File: src/rtl/alu_pipe.sv
// alu_pipe: handshaked, parametrised ALU with registered result port.
// Single-cycle ops complete in one cycle; opcode 8 is an optional
// shift-add multiply built only when the ALU_MUL_EN macro is defined.
// Without ALU_MUL_EN, opcode 8 is reported as illegal and no BUSY
// state or step counter exists.
module alu_pipe #(
  parameter int WIDTH = 4
) (
  input  logic             clk,
  input  logic             rst_n,
  input  logic             in_valid,
  output logic             in_ready,
  input  logic [WIDTH-1:0] a,
  input  logic [WIDTH-1:0] b,
  input  logic [3:0]       alu_ctrl,
  output logic             out_valid,
  input  logic             out_ready,
  output logic [WIDTH-1:0] result,
  output logic             carry_out,
  output logic             zero,
  output logic             illegal
);

  localparam logic [3:0] OP_ADD  = 4'd0;
  localparam logic [3:0] OP_SUB  = 4'd1;
  localparam logic [3:0] OP_AND  = 4'd2;
  localparam logic [3:0] OP_OR   = 4'd3;
  localparam logic [3:0] OP_XOR  = 4'd4;
  localparam logic [3:0] OP_SHL  = 4'd5;
  localparam logic [3:0] OP_SHR  = 4'd6;
  localparam logic [3:0] OP_PASS = 4'd7;
`ifdef ALU_MUL_EN
  localparam logic [3:0] OP_MUL  = 4'd8;
`endif

`ifdef ALU_MUL_EN
  typedef enum logic [1:0] {IDLE, BUSY, DONE} state_e;
`else
  typedef enum logic [1:0] {IDLE, DONE} state_e;
`endif

  state_e state_q, state_d;
  state_e accept_state;
  logic   accept;

  logic [WIDTH:0]   sum_w;
  logic [WIDTH:0]   diff_w;
  logic [WIDTH-1:0] alu_res;
  logic             alu_carry;
  logic             alu_illegal;
  logic             load_single;

  logic [WIDTH-1:0] result_q, result_d;
  logic             carry_q, carry_d;
  logic             zero_q, zero_d;
  logic             illegal_q, illegal_d;

`ifdef ALU_MUL_EN
  localparam logic [WIDTH-1:0] STEPS = WIDTH'(WIDTH);

  logic [WIDTH-1:0]   cnt_q, cnt_d;
  logic [2*WIDTH-1:0] mcand_q, mcand_d;
  logic [WIDTH-1:0]   mplier_q, mplier_d;
  logic [2*WIDTH-1:0] prod_q, prod_d;
  logic               start_mul;
  logic               mul_done;

  assign start_mul    = accept && (alu_ctrl == OP_MUL);
  assign mul_done     = (state_q == BUSY) && (cnt_q == STEPS);
  assign accept_state = (alu_ctrl == OP_MUL) ? BUSY : DONE;
`else
  assign accept_state = DONE;
`endif

  assign accept      = in_valid && in_ready;
  assign load_single = accept && (accept_state == DONE);

  // Single-cycle ALU datapath on the live operands; only sampled at accept.
  always_comb begin
    sum_w       = {1'b0, a} + {1'b0, b};
    diff_w      = {1'b0, a} - {1'b0, b};
    alu_res     = '0;
    alu_carry   = 1'b0;
    alu_illegal = 1'b0;
    case (alu_ctrl)
      OP_ADD: begin
        alu_res   = sum_w[WIDTH-1:0];
        alu_carry = sum_w[WIDTH];
      end
      OP_SUB: begin
        alu_res   = diff_w[WIDTH-1:0];
        alu_carry = diff_w[WIDTH];
      end
      OP_AND:  alu_res = a & b;
      OP_OR:   alu_res = a | b;
      OP_XOR:  alu_res = a ^ b;
      OP_SHL: begin
        alu_res   = {a[WIDTH-2:0], 1'b0};
        alu_carry = a[WIDTH-1];
      end
      OP_SHR: begin
        alu_res   = {1'b0, a[WIDTH-1:1]};
        alu_carry = a[0];
      end
      OP_PASS: alu_res = a;
      default: alu_illegal = 1'b1;
    endcase
  end

  // State register; reset discards any operation in flight.
  always_ff @(posedge clk or negedge rst_n) begin
    if (!rst_n) begin
      state_q <= IDLE;
    end else begin
      state_q <= state_d;
    end
  end

  // Next-state logic: DONE can chain straight into a new op when consumed.
  always_comb begin
    state_d = state_q;
    case (state_q)
      IDLE: begin
        if (accept) state_d = accept_state;
      end
`ifdef ALU_MUL_EN
      BUSY: begin
        if (cnt_q == STEPS) state_d = DONE;
      end
`endif
      DONE: begin
        if (out_ready) state_d = accept ? accept_state : IDLE;
      end
      default: state_d = IDLE;
    endcase
  end

  // Handshake outputs decoded from the state; in_ready is held low in reset.
  always_comb begin
    out_valid = (state_q == DONE);
    in_ready  = rst_n && ((state_q == IDLE) || ((state_q == DONE) && out_ready));
  end

  // Result registers load only when a new result is produced, else hold.
  always_comb begin
    result_d  = result_q;
    carry_d   = carry_q;
    zero_d    = zero_q;
    illegal_d = illegal_q;
    if (load_single) begin
      result_d  = alu_res;
      carry_d   = alu_carry;
      zero_d    = (alu_res == '0);
      illegal_d = alu_illegal;
    end
`ifdef ALU_MUL_EN
    else if (mul_done) begin
      result_d  = prod_q[WIDTH-1:0];
      carry_d   = |prod_q[2*WIDTH-1:WIDTH];
      zero_d    = (prod_q[WIDTH-1:0] == '0);
      illegal_d = 1'b0;
    end
`endif
  end

  // Output result registers.
  always_ff @(posedge clk or negedge rst_n) begin
    if (!rst_n) begin
      result_q  <= '0;
      carry_q   <= 1'b0;
      zero_q    <= 1'b0;
      illegal_q <= 1'b0;
    end else begin
      result_q  <= result_d;
      carry_q   <= carry_d;
      zero_q    <= zero_d;
      illegal_q <= illegal_d;
    end
  end

`ifdef ALU_MUL_EN
  // Shift-add multiplier: one partial product per BUSY cycle, WIDTH steps,
  // then one more BUSY cycle in which the product is loaded into the outputs.
  always_comb begin
    cnt_d    = cnt_q;
    mcand_d  = mcand_q;
    mplier_d = mplier_q;
    prod_d   = prod_q;
    if (start_mul) begin
      cnt_d    = '0;
      mcand_d  = {{WIDTH{1'b0}}, a};
      mplier_d = b;
      prod_d   = '0;
    end else if ((state_q == BUSY) && (cnt_q != STEPS)) begin
      if (mplier_q[0]) prod_d = prod_q + mcand_q;
      mcand_d  = mcand_q << 1;
      mplier_d = mplier_q >> 1;
      cnt_d    = cnt_q + WIDTH'(1);
    end
  end

  // Multiplier working registers.
  always_ff @(posedge clk or negedge rst_n) begin
    if (!rst_n) begin
      cnt_q    <= '0;
      mcand_q  <= '0;
      mplier_q <= '0;
      prod_q   <= '0;
    end else begin
      cnt_q    <= cnt_d;
      mcand_q  <= mcand_d;
      mplier_q <= mplier_d;
      prod_q   <= prod_d;
    end
  end
`endif

  assign result    = result_q;
  assign carry_out = carry_q;
  assign zero      = zero_q;
  assign illegal   = illegal_q;

endmodule

File: config.mk
export PLATFORM = sky130hd
export DESIGN_NAME = alu_pipe
export DESIGN_NICKNAME = d
export VERILOG_FILES = /design/src/rtl/alu_pipe.sv
export SDC_FILE = /design/constraint.sdc
export NUM_CORES = 1
export LEC_CHECK = 0
export CORE_MARGIN = 2
export CORE_UTILIZATION = 30
export DETAILED_ROUTE_END_ITERATION = 6
export DONT_BUFFER_PORTS = 1
export PLACE_DENSITY = 0.41
export SYNTH_ARGS = -nofsm -noshare
export SYNTH_HDL_FRONTEND = slang
export SYNTH_SLANG_ARGS = --single-unit
export TNS_END_PERCENT = 1
File: constraint.sdc
create_clock -name clk -period 1.3 [get_ports clk]
set_input_delay 0.13 -clock clk [delete_from_list [all_inputs] [get_ports clk]]
set_output_delay 0.13 -clock clk [all_outputs]
set_load 0.1 [all_outputs]
Yosys cells after proc, flatten, opt, wreduce, memory -nomap -nowiden
Cells that the tools add are included.

word-level totals
  register bits = 9
  input port bits = 16
  output and inout port bits = 9
  word-level logic and storage cells = 36

operators by class
  add/subtract/negate cells = 2
  equality and inequality tests = 10
  muxes and demuxes = 7
  bitwise gates (word level) = 3
  reduce and logical (&&, ||, !) cells = 9

operator list
  operator                                        count
  one-hot mux 4 bit (8 select lines)              1
  == test 4 x 3 -> 1 bit (second input constant)  4
  == test 4 x 2 -> 1 bit (second input constant)  2
  zero test 4 bit                                 2
  OR reduction 8 bit                              1
  adder 4 x 4 -> 5 bit                            1
  subtractor 4 x 4 -> 5 bit                       1
  bitwise AND 4 bit                               1
  == test 4 x 1 -> 1 bit (second input constant)  1
  2-to-1 mux 2 bit                                2
  bitwise OR 4 bit                                1
  one-hot mux 1 bit (4 select lines)              1
  one-hot mux 2 bit (2 select lines)              1
  XOR 4 bit                                       1
  logical AND 1 bit                               3
  == test 2 x 1 -> 1 bit (second input constant)  1
  zero test 2 bit                                 1
  2-to-1 mux 1 bit                                2
  != test 2 x 1 -> 1 bit (second input constant)  1
  != test 2 bit (second input constant)           1
  AND reduction 2 bit                             1
  logical OR 1 bit                                1

Depth between registers and ports, before layout
  depth in word-level cells = 8
  mapped depth = 8
  mapped depth without buffers = 8

Worst setup path after synthesis
Ideal clock, no wire load.

  path type = reg2reg
  from = register state_q[0]
  to = register result_q[0] (netlist: result[0])
  setup time = 0.126 ns
  arrival time = 1.834 ns
  required time = 1.174 ns
  slack = -0.660 ns
  cell stages (with the launch flop) = 5
  buffers on the path = 1
  period minus slack after synthesis = 1.960 ns
  cell sequence = dfrtp_1 > nand2b_1 > nand3_1 > clkbuf_1 > mux2_2

on the way
  longest elaborated chain between the ends = 5
  elaborated cells on any way between the ends = 6
  those cells by class = eq/ne: 1; reduce/logical: 5

RTL lines
  element                 RTL line  source
  from (decl)             42        state_e state_q, state_d;
  from (signal assigned)  115       state_q <= state_d;
  == test 2 x 1 -> 1 bit  141       in_ready = rst_n && ((state_q == IDLE) || ((state_q == DONE) && out_ready));
  logical AND 1 bit       141
  logical OR 1 bit *      141
  logical AND 1 bit *     141
  logical AND 1 bit *     75        assign accept = in_valid && in_ready;
  to (signal assigned)    174       result_q <= result_d;
  to (decl)               53        logic [WIDTH-1:0] result_q, result_d;

Every way passes the cells marked *; elsewhere a longest branch is shown, timed or not.
A chain may end at the register's enable or synchronous reset.

Worst setup path after layout
  from = register state_q[0]
  to = output in_ready

on the way
  longest elaborated chain between the ends = 4
  elaborated cells on any way between the ends = 5
  those cells by class = eq/ne: 1; reduce/logical: 4

RTL lines
  element                 RTL line  source
  == test 2 x 1 -> 1 bit  141
  logical AND 1 bit       141
  logical OR 1 bit *      141
  logical AND 1 bit *     141
  to (decl)               12        output logic in_ready,

Marked as above.

==> key figures <==
Synthesis
  • Most used DFF post-synth: dfrtp_1
  • Seq/Total Area, Yosys: 0.206
  • Synth unique cells: 36
  • EDFF count, synth: 0
  • Synthesized Nets: about 150
  • Gate Count Post-Synth: about 120
  • Asr flop ratio synth: 1.00
  • Synth warn: 0
  • FF+latch count, synth: 8
  • Synthesized cell area: between 900 and 1000 um^2
  • Average size of a mapped cell: roughly 8.4 um^2

Clocking
  • CTS sink count: 8
  • CTS buffer count: 3
  • Clk Latency, worst-skew pair: about 0.25 ns
  • Clk root buf: clkbuf_4
  • CTS Buffer Depth: 2
  • Worst-path clk slew: ~0.060 ns
  • H-tree depth: 1
  • CTS tree: built

Routing
  • WL final: 2520 um
  • DR pass1 iterations: 2
  • DR iter-0 viols: 14
  • Wire per inst: 13.8 um
  • Post-route ant nets: 0
  • Via density: between 5 and 6
  • Via Count: 921
  • DR DRC count: 0

Worst setup path
  • Worst setup EP type: primary output
  • Crit path max-delay family: flip-flops
  • Slowest CP cell: dfrtp_4
  • Critical Path AT: approximately 1.2 ns
  • Crit Path Max Fanout: 2
  • Critical path class: flip-flop to primary output
  • Worst-path cell chain: nand2b_4 -> buf_6 -> and2_4 -> buf_12
  • Slowest stage delay, CP: between 0.4 and 0.5 ns
  • CP required: 1.17 ns
  • Startpoint types: flip-flop
  • Buf/Inv on CP: 2

Layout
  • Final instance area: between 1000 and 1500 um^2
  • Share of cells above drive strength 1: 0.367
  • Nets: 170
  • Fillers: 321
  • Non-Filler Instances: ~180
  • Final core occ: 0.436
  • Area grow syn2layout: 38.1%
  • Antenna cells: 0

Timing
  • RSZ-0062 raised after global routing: yes
  • Tmin final: approximately 1.4 ns
  • Setup Skew: 0.00912 ns
  • Final slew viol count: 0
  • Fmax: 739 MHz
  • Setup WS post-layout: -0.0524 ns
  • Slew @ Worst Pin: between 0.3 and 0.4 ns
  • Rel. slew slack: 0.741
  • Final setup fails: 3
  • Final Hold Fails: 0
  • Final period util: 1.04

Placement
  • Dpl cell area: 1230 um^2
  • GP Congestion: 0.752
  • PortBufs: 0
  • Placed cell count: approximately 180
  • DPL Wire Length: 1990 um

Die
  • Core Rows: 20
  • Die area: roughly 3700 um^2
  • Starting Density: 0.315
  • Number of top-level pins: 25
  • Core area: between 3000 and 4000 um^2
  • Chip Width: 60.9 um
  • Die H: about 60 um

Global route
  • GR Overflow Total: 0
  • Vias in the first global route: 893
  • First-pass GRT wire length: ~4100 um
  • GRT Resource Usage Total: 0.149
  • Pin count of the biggest net entering global routing: 20
  • Initial antenna violation count: 0

Worst hold path
  • Hold crit path type: input pin to flip-flop

Power
  • Worst vdd ir: 0.000205 V
  • Leak: around 0.6 nW
  • Power density over cell area: 927 nW/um^2

Status
  • Status: finished, violations left
  • Failing checks: negative setup slack

Run
  • Max Cap Viol: 0
[final cells by class]
cell class	instances	area, um^2	area share
clock buffer	4	26.3	0.0196
inverter	14	65.1	0.0485
multi-input combinational	88	785	0.585
tap	44	55.1	0.0410
sequential	8	204	0.152
timing repair buffer	25	206	0.154
[worst register-to-register path: stages, from the launching register on]
cell      delay (ns)
dfrtp_4         0.48
nand2b_4        0.09
nand3_4         0.08
a311oi_2        0.24
nand2_1         0.12
o41ai_2         0.21
[state kept, by name (all words and copies together) (netlist names)]
register	flops
carry_out	1
illegal	1
result	4
state_q	1
zero	1
[cell usage after synthesis, drive strengths merged (2+ instances only)]
master | instances | area [um^2]
nand3 | 3 | 15.0
dfrtp | 8 | 200
nand2b | 6 | 45.0
fa | 2 | 40.0
nor3 | 4 | 20.0
o21ai | 7 | 35.0
a31oi | 2 | 12.5
nor2 | 7 | 26.3
nand2 | 9 | 33.8
ha | 12 | 150
a21boi | 3 | 22.5
o22ai | 3 | 18.8
mux2i | 5 | 50.1
buf | 5 | 37.5
inv | 14 | 52.6
mux2 | 3 | 33.8
nand3b | 2 | 15.0
a21oi | 5 | 25.0
a311oi | 2 | 17.5
[where the power goes]
part | internal (mW) | switching, mW | total (mW)
combinational | 0.236 | 0.490 | 0.727
sequential | 0.293 | 0.0235 | 0.317
clock | 0.117 | 0.0825 | 0.200
total | 0.647 | 0.596 | 1.24
[routing by layer]
metal,GRT usage,part of all wire
met4,0.0652,0.012
met1,0.183,0.44
met5,0,0
met2,0.263,0.50
met3,0.0128,0.041
[final timing paths]
| check | slack (ns) | endpoint | from | cells after the start |
|---|---|---|---|---|
| max | -0.05 | in_ready | state_q[0]$_DFFE_PN0P_ | 4 |
| min | 0.11 | illegal$_DFFE_PN0P_ | alu_ctrl[3] | 2 |
| max reg2reg | -0.03 | zero$_DFFE_PN0P_ | state_q[0]$_DFFE_PN0P_ | 5 |
| min reg2reg | 0.48 | illegal$_DFFE_PN0P_ | illegal$_DFFE_PN0P_ | 2 |
| max in group asynchronous | 0.76 | state_q[0]$_DFFE_PN0P_ | rst_n | 1 |
| min in group asynchronous | 0.23 | illegal$_DFFE_PN0P_ | rst_n | 1 |
[through the flow]
| stage | TNS, ns | total power [mW] | hold slack (ns) | setup slack [ns] |
|---|---|---|---|---|
| 5_1_grt | -0.399 | 1.32 | 0.127 | -0.143 |
| 4_1_cts | -0.0937 | 1.24 | -0.443 | -0.0482 |
| 2_1_floorplan | -0.786 | 0.866 | -0.166 | -0.170 |
| 3_5_place_dp | -1.10 | 1.01 | -0.165 | -0.319 |
| 6_report | -0.0958 | 1.24 | 0.109 | -0.0524 |
| 3_3_place_gp | -1.12 | 1.01 | -0.165 | -0.314 |
[repair_timing]
item | CTS | global route
buffers inserted | 1 | 0
cloned | 0 | 0
pin swaps | 3 | 0
endpoints found under the setup margin | 2 | 5
hold endpoints to repair | 8 | 8
gates resized for setup | 9 | 4
[kinds of logic after synthesis]
logic type | after synthesis | share of synthesized area
DFF | 8 | 0.206
muxes | 8 | 0.0863
AOI/OAI and AO/OA | 30 | 0.205
adders and majority gates | 14 | 0.196
and+or+nand+nor | 35 | 0.201
xor gates and xnor gates | 1 | 0.00902
buffers and inverters | 20 | 0.0966
[layout by cell type (no fill, tap or decap), types with 3 or more instances in the layout]
cell      instances
a21oi_1           4
buf_4            22
clkbuf_4          3
dfrtp_1           7
ha_1              7
ha_4              4
inv_1            11
mux2i_1           5
nand2_1           9
nand2b_1          4
nor2_1            6
nor3_1            4
o21ai_0           6
o22ai_1           3
No activity file was read; power rests on OpenSTA's default activity.
